<file path="src/rtl/exc_commit_sequencer.sv">
`default_nettype none
// ============================================================================
// Module   : exc_commit_sequencer
// Purpose  : Sequences one trap event (interrupt, synchronous exception or
//            ERET) taken at commit through pipeline flush, memory drain,
//            CP0 state update and PC redirect, stalling commit throughout.
// Revision : 1.0 - initial release
// ----------------------------------------------------------------------------
// Optional feature macro: EXC_SEQ_PERF_CNT_EN
//   defined   -> perf_trap_cnt / perf_stall_cnt are live 32-bit counters
//   undefined -> both ports tied to 0, no counter flops
// ----------------------------------------------------------------------------
// Ports:
//   clk, resetn                 clock, asynchronous active-low reset
//   commit_valid/pc/in_delay_slot  committing instruction info
//   exc_valid/code/badvaddr     synchronous exception from commit
//   eret_valid                  committing instruction is ERET
//   int_pending                 Cause.IP & Status.IM
//   status_ie/exl/erl, cp0_epc  CP0 state inputs
//   mem_busy                    outstanding data-bus transaction
//   redirect_ready              fetch accepts the redirect
//   flush, stall, busy          pipeline control / status
//   cp0_exc_*, cp0_badvaddr_*   CP0 exception update
//   cp0_eret_we                 CP0 ERET update (clear EXL)
//   redirect_valid/pc           fetch redirect request
//   perf_trap_cnt/stall_cnt     optional performance counters
// ============================================================================
module exc_commit_sequencer #(
  parameter logic [31:0] EXC_ENTRY     = 32'hBFC0_0380,
  parameter int          DRAIN_TIMEOUT = 16,
  parameter int          INT_WIDTH     = 8
) (
  input  logic                 clk,
  input  logic                 resetn,
  input  logic                 commit_valid,
  input  logic [31:0]          commit_pc,
  input  logic                 commit_in_delay_slot,
  input  logic                 exc_valid,
  input  logic [4:0]           exc_code,
  input  logic [31:0]          exc_badvaddr,
  input  logic                 eret_valid,
  input  logic [INT_WIDTH-1:0] int_pending,
  input  logic                 status_ie,
  input  logic                 status_exl,
  input  logic                 status_erl,
  input  logic [31:0]          cp0_epc,
  input  logic                 mem_busy,
  input  logic                 redirect_ready,
  output logic                 flush,
  output logic                 stall,
  output logic                 busy,
  output logic                 cp0_exc_we,
  output logic [4:0]           cp0_exc_code,
  output logic [31:0]          cp0_exc_epc,
  output logic                 cp0_exc_bd,
  output logic                 cp0_badvaddr_we,
  output logic [31:0]          cp0_badvaddr,
  output logic                 cp0_eret_we,
  output logic                 redirect_valid,
  output logic [31:0]          redirect_pc,
  output logic [31:0]          perf_trap_cnt,
  output logic [31:0]          perf_stall_cnt
);

  typedef enum logic [1:0] {
    ST_IDLE     = 2'd0,
    ST_DRAIN    = 2'd1,
    ST_COMMIT   = 2'd2,
    ST_REDIRECT = 2'd3
  } state_t;

  localparam logic [7:0] c_drain_last = 8'(DRAIN_TIMEOUT - 1);
  localparam logic [4:0] c_code_int   = 5'd0;
  localparam logic [4:0] c_code_adel  = 5'd4;
  localparam logic [4:0] c_code_ades  = 5'd5;

  state_t      r_state;
  state_t      w_state_nxt;

  logic [4:0]  r_code;
  logic [31:0] r_pc;
  logic        r_bd;
  logic [31:0] r_badvaddr;
  logic [31:0] r_eret_tgt;
  logic        r_is_eret;
  logic        r_flush;
  logic [7:0]  r_cnt;

  logic        w_int_take;
  logic        w_accept;
  logic        w_commit_exc;

  // Interrupts are only taken when globally enabled and not already in an
  // exception/error level.
  assign w_int_take = (|int_pending) & status_ie & ~status_exl & ~status_erl;
  assign w_accept   = commit_valid & (w_int_take | exc_valid | eret_valid);

  // --------------------------------------------------------------------------
  // State register
  // --------------------------------------------------------------------------
  always_ff @(posedge clk or negedge resetn) begin
    if (!resetn) begin
      r_state <= ST_IDLE;
    end else begin
      r_state <= w_state_nxt;
    end
  end

  // --------------------------------------------------------------------------
  // Next-state logic
  // --------------------------------------------------------------------------
  always_comb begin
    w_state_nxt = r_state;
    case (r_state)
      ST_IDLE: begin
        if (w_accept) w_state_nxt = ST_DRAIN;
      end
      ST_DRAIN: begin
        // Forced exit keeps a hung bus from wedging the trap sequence.
        if (!mem_busy || (r_cnt == c_drain_last)) w_state_nxt = ST_COMMIT;
      end
      ST_COMMIT: begin
        w_state_nxt = ST_REDIRECT;
      end
      ST_REDIRECT: begin
        if (redirect_ready) w_state_nxt = ST_IDLE;
      end
      default: begin
        w_state_nxt = ST_IDLE;
      end
    endcase
  end

  // --------------------------------------------------------------------------
  // Event capture, flush pulse and drain counter
  // --------------------------------------------------------------------------
  always_ff @(posedge clk or negedge resetn) begin
    if (!resetn) begin
      r_code     <= 5'd0;
      r_pc       <= 32'd0;
      r_bd       <= 1'b0;
      r_badvaddr <= 32'd0;
      r_eret_tgt <= 32'd0;
      r_is_eret  <= 1'b0;
      r_flush    <= 1'b0;
      r_cnt      <= 8'd0;
    end else begin
      // Flush is high only for the first DRAIN cycle.
      r_flush <= (r_state == ST_IDLE) && w_accept;
      if ((r_state == ST_IDLE) && w_accept) begin
        r_code     <= w_int_take ? c_code_int : (exc_valid ? exc_code : 5'd0);
        r_is_eret  <= ~w_int_take & ~exc_valid;
        r_pc       <= commit_pc;
        r_bd       <= commit_in_delay_slot;
        r_badvaddr <= exc_badvaddr;
        r_eret_tgt <= cp0_epc;
        r_cnt      <= 8'd0;
      end else if (r_state == ST_DRAIN) begin
        r_cnt <= r_cnt + 8'd1;
      end
    end
  end

  // --------------------------------------------------------------------------
  // Outputs: decoded from state and captured event only
  // --------------------------------------------------------------------------
  assign w_commit_exc = (r_state == ST_COMMIT) & ~r_is_eret;

  always_comb begin
    busy            = (r_state != ST_IDLE);
    stall           = (r_state != ST_IDLE);
    flush           = r_flush;
    cp0_exc_we      = w_commit_exc;
    cp0_exc_code    = 5'd0;
    cp0_exc_epc     = 32'd0;
    cp0_exc_bd      = 1'b0;
    cp0_badvaddr_we = 1'b0;
    cp0_badvaddr    = 32'd0;
    cp0_eret_we     = (r_state == ST_COMMIT) & r_is_eret;
    redirect_valid  = (r_state == ST_REDIRECT);
    redirect_pc     = 32'd0;
    if (w_commit_exc) begin
      cp0_exc_code    = r_code;
      // A delay-slot instruction restarts at its branch.
      cp0_exc_epc     = r_bd ? (r_pc - 32'd4) : r_pc;
      cp0_exc_bd      = r_bd;
      cp0_badvaddr_we = (r_code == c_code_adel) || (r_code == c_code_ades);
      cp0_badvaddr    = r_badvaddr;
    end
    if (r_state == ST_REDIRECT) begin
      redirect_pc = r_is_eret ? r_eret_tgt : EXC_ENTRY;
    end
  end

  // --------------------------------------------------------------------------
  // Optional performance counters
  // --------------------------------------------------------------------------
`ifdef EXC_SEQ_PERF_CNT_EN
  logic [31:0] r_perf_trap;
  logic [31:0] r_perf_stall;

  always_ff @(posedge clk or negedge resetn) begin
    if (!resetn) begin
      r_perf_trap  <= 32'd0;
      r_perf_stall <= 32'd0;
    end else begin
      if (r_state == ST_COMMIT) r_perf_trap <= r_perf_trap + 32'd1;
      if ((r_state == ST_DRAIN) && mem_busy) r_perf_stall <= r_perf_stall + 32'd1;
    end
  end

  assign perf_trap_cnt  = r_perf_trap;
  assign perf_stall_cnt = r_perf_stall;
`else
  assign perf_trap_cnt  = 32'd0;
  assign perf_stall_cnt = 32'd0;
`endif

endmodule
`default_nettype wire

</file>
<file path="config.mk">
export PLATFORM = sky130hd
export DESIGN_NAME = exc_commit_sequencer
export DESIGN_NICKNAME = d
export VERILOG_FILES = /design/src/rtl/exc_commit_sequencer.sv
export SDC_FILE = /design/constraint.sdc
export NUM_CORES = 1
export LEC_CHECK = 0
export ABC_AREA = 1
export CAP_MARGIN = 15
export CORE_MARGIN = 4
export CORE_UTILIZATION = 44
export DETAILED_ROUTE_END_ITERATION = 7
export GPL_TIMING_DRIVEN = 0
export PLACE_DENSITY = 0.83
export SYNTH_ARGS = -nofsm -noshare
export SYNTH_HDL_FRONTEND = slang
export SYNTH_SLANG_ARGS = --single-unit
</file>
<file path="constraint.sdc">
create_clock -name clk -period 2.56 [get_ports clk]
set_input_delay 0.256 -clock clk [delete_from_list [all_inputs] [get_ports clk]]
set_output_delay 0.256 -clock clk [all_outputs]
set_load 0.1 [all_outputs]
</file>
* After elaboration in Yosys (flattened, before gate mapping)
Index checks and enable logic that the tools add are counted.
Storage, ports and cells: flip-flop bits (word level) 114, bits in latches 0, memory bits (writable) 0, memory bits (read-only) 0, input port bits 120, output and inout port bits 173, logic and storage cells 59, memories kept 0
Cells by class: add/subtract/negate cells 2, multiply operators 0, divide/modulo/power cells 0, order comparisons 0, equality and inequality tests 9, shift operators 0, mux-type cells 16, bitwise gates (word level) 14, reduce and logical (&&, ||, !) cells 9
Operators with widths (number):
- $mux W32 | 5
- $sub A32 B3 Y32 const B | 1
- $mux W8 | 2
- $mux W5 | 3
- $eq A5 B3 Y1 const B | 2
- $add A8 B1 Y8 const B | 1
- $eq A8 B4 Y1 const B | 1
- $pmux W2 S4 | 1
- $reduce_or A8 Y1 | 1
- $and A1 B1 Y1 | 7
- $mux W2 | 3
- $ne A2 B2 Y1 const B | 3
- $not A1 Y1 | 5
- $eq A2 B2 Y1 const B | 2
- $reduce_bool A2 Y1 | 2
- $reduce_and A3 Y1 | 1
- $eq A2 B1 Y1 const B | 1
- $logic_not A2 Y1 | 1
- $logic_or A1 B1 Y1 | 2
- $mux W1 | 2
- $or A1 B1 Y1 | 2
- $logic_and A1 B1 Y1 | 1
- $logic_not A1 Y1 | 1

* Depth between registers and ports, before layout
word-level depth 9, gate-level depth with buffers 12, gate-level depth less buffers 12

* Worst setup path before layout
No wires, ideal clock.
path kind flip-flop to output port, start point register r_state[0], end point output cp0_exc_epc[14], arrival time 3.624 ns, data required time 2.304 ns, slack -1.320 ns, cell stages (with the launch flop) 8, path buffers 1, cell sequence dfrtp_1 -> inv_1 -> ha_1 -> inv_1 -> nor2_1 -> clkbuf_1 -> o21ai_0 -> a21oi_1
Between the ends: longest elaborated chain between the ends 3
RTL lines:
- start, declared | line 77 | state_t r_state;
- start signal, assigned | line 105 | r_state <= w_state_nxt;
- $eq A2 B2 Y1 | line 167 | assign w_commit_exc = (r_state == ST_COMMIT) & ~r_is_eret;
- $and A1 B1 Y1 | line 167
- via cp0_exc_we | line 52 | output logic cp0_exc_we,
- $mux W32 | line 182 | if (w_commit_exc) begin
- end, declared | line 54 | output logic [31:0] cp0_exc_epc,
The timed path passes the listed nets, and every way through them passes these cells.

* Final worst setup path
start point register r_pc[2], end point output cp0_exc_epc[24]
Between the ends: longest elaborated chain between the ends 3
RTL lines:
- start, declared | line 81 | logic [31:0] r_pc;
- start signal, assigned | line 153 | r_pc <= commit_pc;
- $sub A32 B3 Y32 | line 185 | cp0_exc_epc = r_bd ? (r_pc - 32'd4) : r_pc;
- $mux W32 | line 185
- $mux W32 | line 182
Every way passes these cells.

==> summary.txt <==
worst path arrival time - 2.25 ns
number of storage elements in the synthesis netlist - 114
Detailed Route Iter0 Violations - 492
via count - 6586
global route hottest layer - met2
flop-to-flop setup slack - 0.75 ns
area fraction of the dominant cell type after synthesis - 42.8%
level count of the clock H-tree - 4
vias in the first global route - 6293
Final Cycle Share - 97.8%
Total GRT Usage - 23.6%
Fmax achieved - 0.399 GHz
area delta synth->final - 66.2%
outcome - completed
share of final-layout standard cells stronger than drive strength 1 - 37.5%
standard cell core area - 14700 um2
cell count after synthesis - 871
Clock Latency Late Sink - 0.41 ns
DP HPWL - 15.1 mm
Mean Syn Cell Area - 7.65 um2
number of warnings reported in the yosys synthesis log - 0
unrepaired setup endpoints after global routing - true
clock transition time at the flip-flop clock pins of the worst setup and hold paths - 0.06 ns
Cell Chain, Critical Path - inv_2 -> ha_1 -> nand2_2 -> inv_2 -> nand3_4 -> nor2_4 -> nand4_1 -> buf_4 -> o21ai_2 -> a21oi_4 -> buf_6
DRC violations left - 0
path type of the worst setup path - flop to primary output
average routed wire per standard cell - 15.1 um
Mapped Area - 6670 um2
number of standard-cell rows in the floorplan - 44
Max stage delay on crit path - 0.40 ns
number of port buffers - 228
Max Slew Vio Count - 0
max-cap violations - 0
Final setup violation count - 0
Worst setup EP type - primary output
drt first pass iters - 6
clock period minus worst slack - 2.50 ns
worst clock skew - 0.00654 ns
total number of clock tree sinks - 114
maximum buffer depth of the clock tree - 2
most used cells in the layout excluding fill and tap cells - 207 x sky130_fd_sc_hd__nand2_1, 120 x sky130_fd_sc_hd__clkdlybuf4s50_1, 113 x sky130_fd_sc_hd__dfrtp_1
fin util - 75.4%
Final GP Congestion - 0.895
clock tree from TritonCTS - built
Slew Limit Headroom - 33.3%
data required time at the worst endpoint - 2.30 ns
via density per instance - 4.72
number of fill cells - 1056
Routed Antenna Nets - 0
CTS Root Cell - sky130_fd_sc_hd__clkbuf_16
slew of the pin with the lowest slew margin - 0.997 ns
largest area contributor in the synthesized netlist - sky130_fd_sc_hd__dfrtp_1
final hold violations - 0
cell type of the slowest stage on the worst timing path - sky130_fd_sc_hd__dfrtp_1
most used cell along the critical path - sky130_fd_sc_hd__inv_2
Post-Place Worst Slack - -1.26 ns
type of element launching the critical path - flop
worst-case setup margin in the final layout - 0.0559 ns
Global Route met3 Usage - 7.41%
antenna diode instance count - 0
starting utilization of the core area - 45.3%
clock buffer count from CTS - 17
class of the tightest hold or removal check - input port to asynchronous set/reset pin
power per cell area - 1340 nW/um2
maximum fanout along the worst path - 3
global-route wire length before repair - 31.5 mm
logic depth of the worst register-to-register path - 9
DIE AREA - 17200 um2
unique cell type count in the Yosys netlist - 30
number of top-level design ports - 293
pin count of the biggest net entering global routing - 75
final WL - 21.1 mm
leakage power - 5.28 nW
leading cell types by total area after synthesis - sky130_fd_sc_hd__dfrtp_1 43%, sky130_fd_sc_hd__nand2_1 12%, sky130_fd_sc_hd__o21ai_2 9.1%
met2 Use GR - 40.4%
worst voltage drop across the vdd grid - 1.02 mV
leading cell type in the layout, fill and taps excluded - sky130_fd_sc_hd__nand2_1
global route overflow - 0
GR Layer Usage met1 - 28.2%
launch instance of the worst register-to-register path - r_state[0]$_DFFE_PN0P_
final net count - 1323
antenna violations before repair - 0
Die Y - 131 um
critical register-to-register path endpoint - r_cnt[7]$_DFFE_PN0P_
x dimension of the die - 131 um
sequential area share after synthesis - 42.8%
## cell usage after synthesis, drive strengths merged
master / n
nor4: 2
nor3: 16
nand3b: 1
nand3: 25
or2: 5
buf: 89
a31oi: 1
and3: 1
nand2: 212
o21ai: 97
nand4: 5
and2: 1
clkbuf: 10
nor2: 146
inv: 114
a21oi: 14
ha: 6
nor3b: 1
conb: 1
dfrtp: 114
xor2: 10
## flip-flops by register name (all words and copies together), names as in the netlist
name / count
r_cnt: 8
r_badvaddr: 32
flush: 1
r_state: 2
r_is_eret: 1
r_bd: 1
r_eret_tgt: 32
r_code: 5
r_pc: 32
## layer usage
layer	part of all wire, %	vias up	wire, um
met4	2.3	0	481
met1	37	3042	7760
met2	52	292	10900
met5	0	-	0
li1	-	3215	-
met3	9.1	37	1910
## cells by family (layout without fill, tap and decap cells)
group | count (synthesis) | in the layout | synth area share, %
xor gates and xnor gates | 10 | 10 | 1.31
adders and majority gates | 6 | 6 | 1.13
and+or+nand+nor | 415 | 415 | 25.2
other | 1 | 64 | 0.0563
DFF | 114 | 114 | 42.8
AOI/OAI and AO/OA | 112 | 112 | 12.3
buffers and inverters | 213 | 489 | 17.2
## layout make-up
type / count / area, um2 / area share [%]
inverters: 114 / 428 / 3.86
well taps: 184 / 230 / 2.08
multi-input cells: 607 / 3440 / 31.1
repair buffers: 244 / 2680 / 24.2
clock buffers: 21 / 470 / 4.25
plain buffers: 99 / 774 / 6.99
clock inverters: 11 / 201 / 1.82
flip-flops and latches: 114 / 2850 / 25.8
## per-stage QoR
step                std cells  hold slack (ns)  setup TNS (ns)  total power (W)  cell area (um2)
floorplan                 934          -0.0396           -9.88          0.00951             7180
global placement         1346            0.462         -442.38           0.0112             9690
detailed placement       1347            0.194          -68.36           0.0113             9720
CTS                      1385            0.322               0           0.0142            10500
global route             1394            0.367          -0.141           0.0156            11100
finish                   1394            0.323               0           0.0148            11100
## power breakdown
part | internal [W] | switching [W] | leakage [nW] | total, W
Sequential | 0.00262 | 0.000447 | 1.42 | 0.00307
Clock | 0.00181 | 0.000869 | 0.324 | 0.00268
Combinational | 0.00253 | 0.00657 | 3.54 | 0.00909
Total | 0.00696 | 0.00788 | 5.28 | 0.0148
## critical path, delay by kind of cell (launching register included)
family / cells / cell delay (ns)
flip-flops: 1 / 0.40
AND/OR/NAND/NOR: 4 / 0.50
adder cells (fa/ha/maj): 1 / 0.15
AO/OA/AOI/OAI: 2 / 0.21
buffers and inverters: 4 / 0.57
## worst max path at each step
stage,cells after the start,slack [ns],end,start
2_1_floorplan,7,-0.38,cp0_exc_epc[2],r_state[0]$_DFFE_PN0P_
3_3_place_gp,1,-3.30,r_eret_tgt[14]$_DFFE_PN0P_,resetn
3_5_place_dp,9,-1.26,cp0_badvaddr[10],r_state[0]$_DFFE_PN0P_
4_1_cts,9,0.0006,cp0_badvaddr[1],r_state[0]$_DFFE_PN0P_
5_1_grt,11,-0.03,cp0_exc_epc[30],r_pc[2]$_DFFE_PN0P_
6_report,11,0.06,cp0_exc_epc[24],r_pc[2]$_DFFE_PN0P_
## what timing repair did
| item | 4_1_cts | 5_1_grt |
|---|---|---|
| endpoints found under the setup margin | 107 | 82 |
| setup buffers | 5 | 9 |
| hold buffers | 1 | 0 |
| endpoints found under the hold margin | 40 | 0 |
| resized for setup | 581 | 160 |
| pin swaps | 2 | 6 |
No activity file was read; power rests on OpenSTA's default activity.
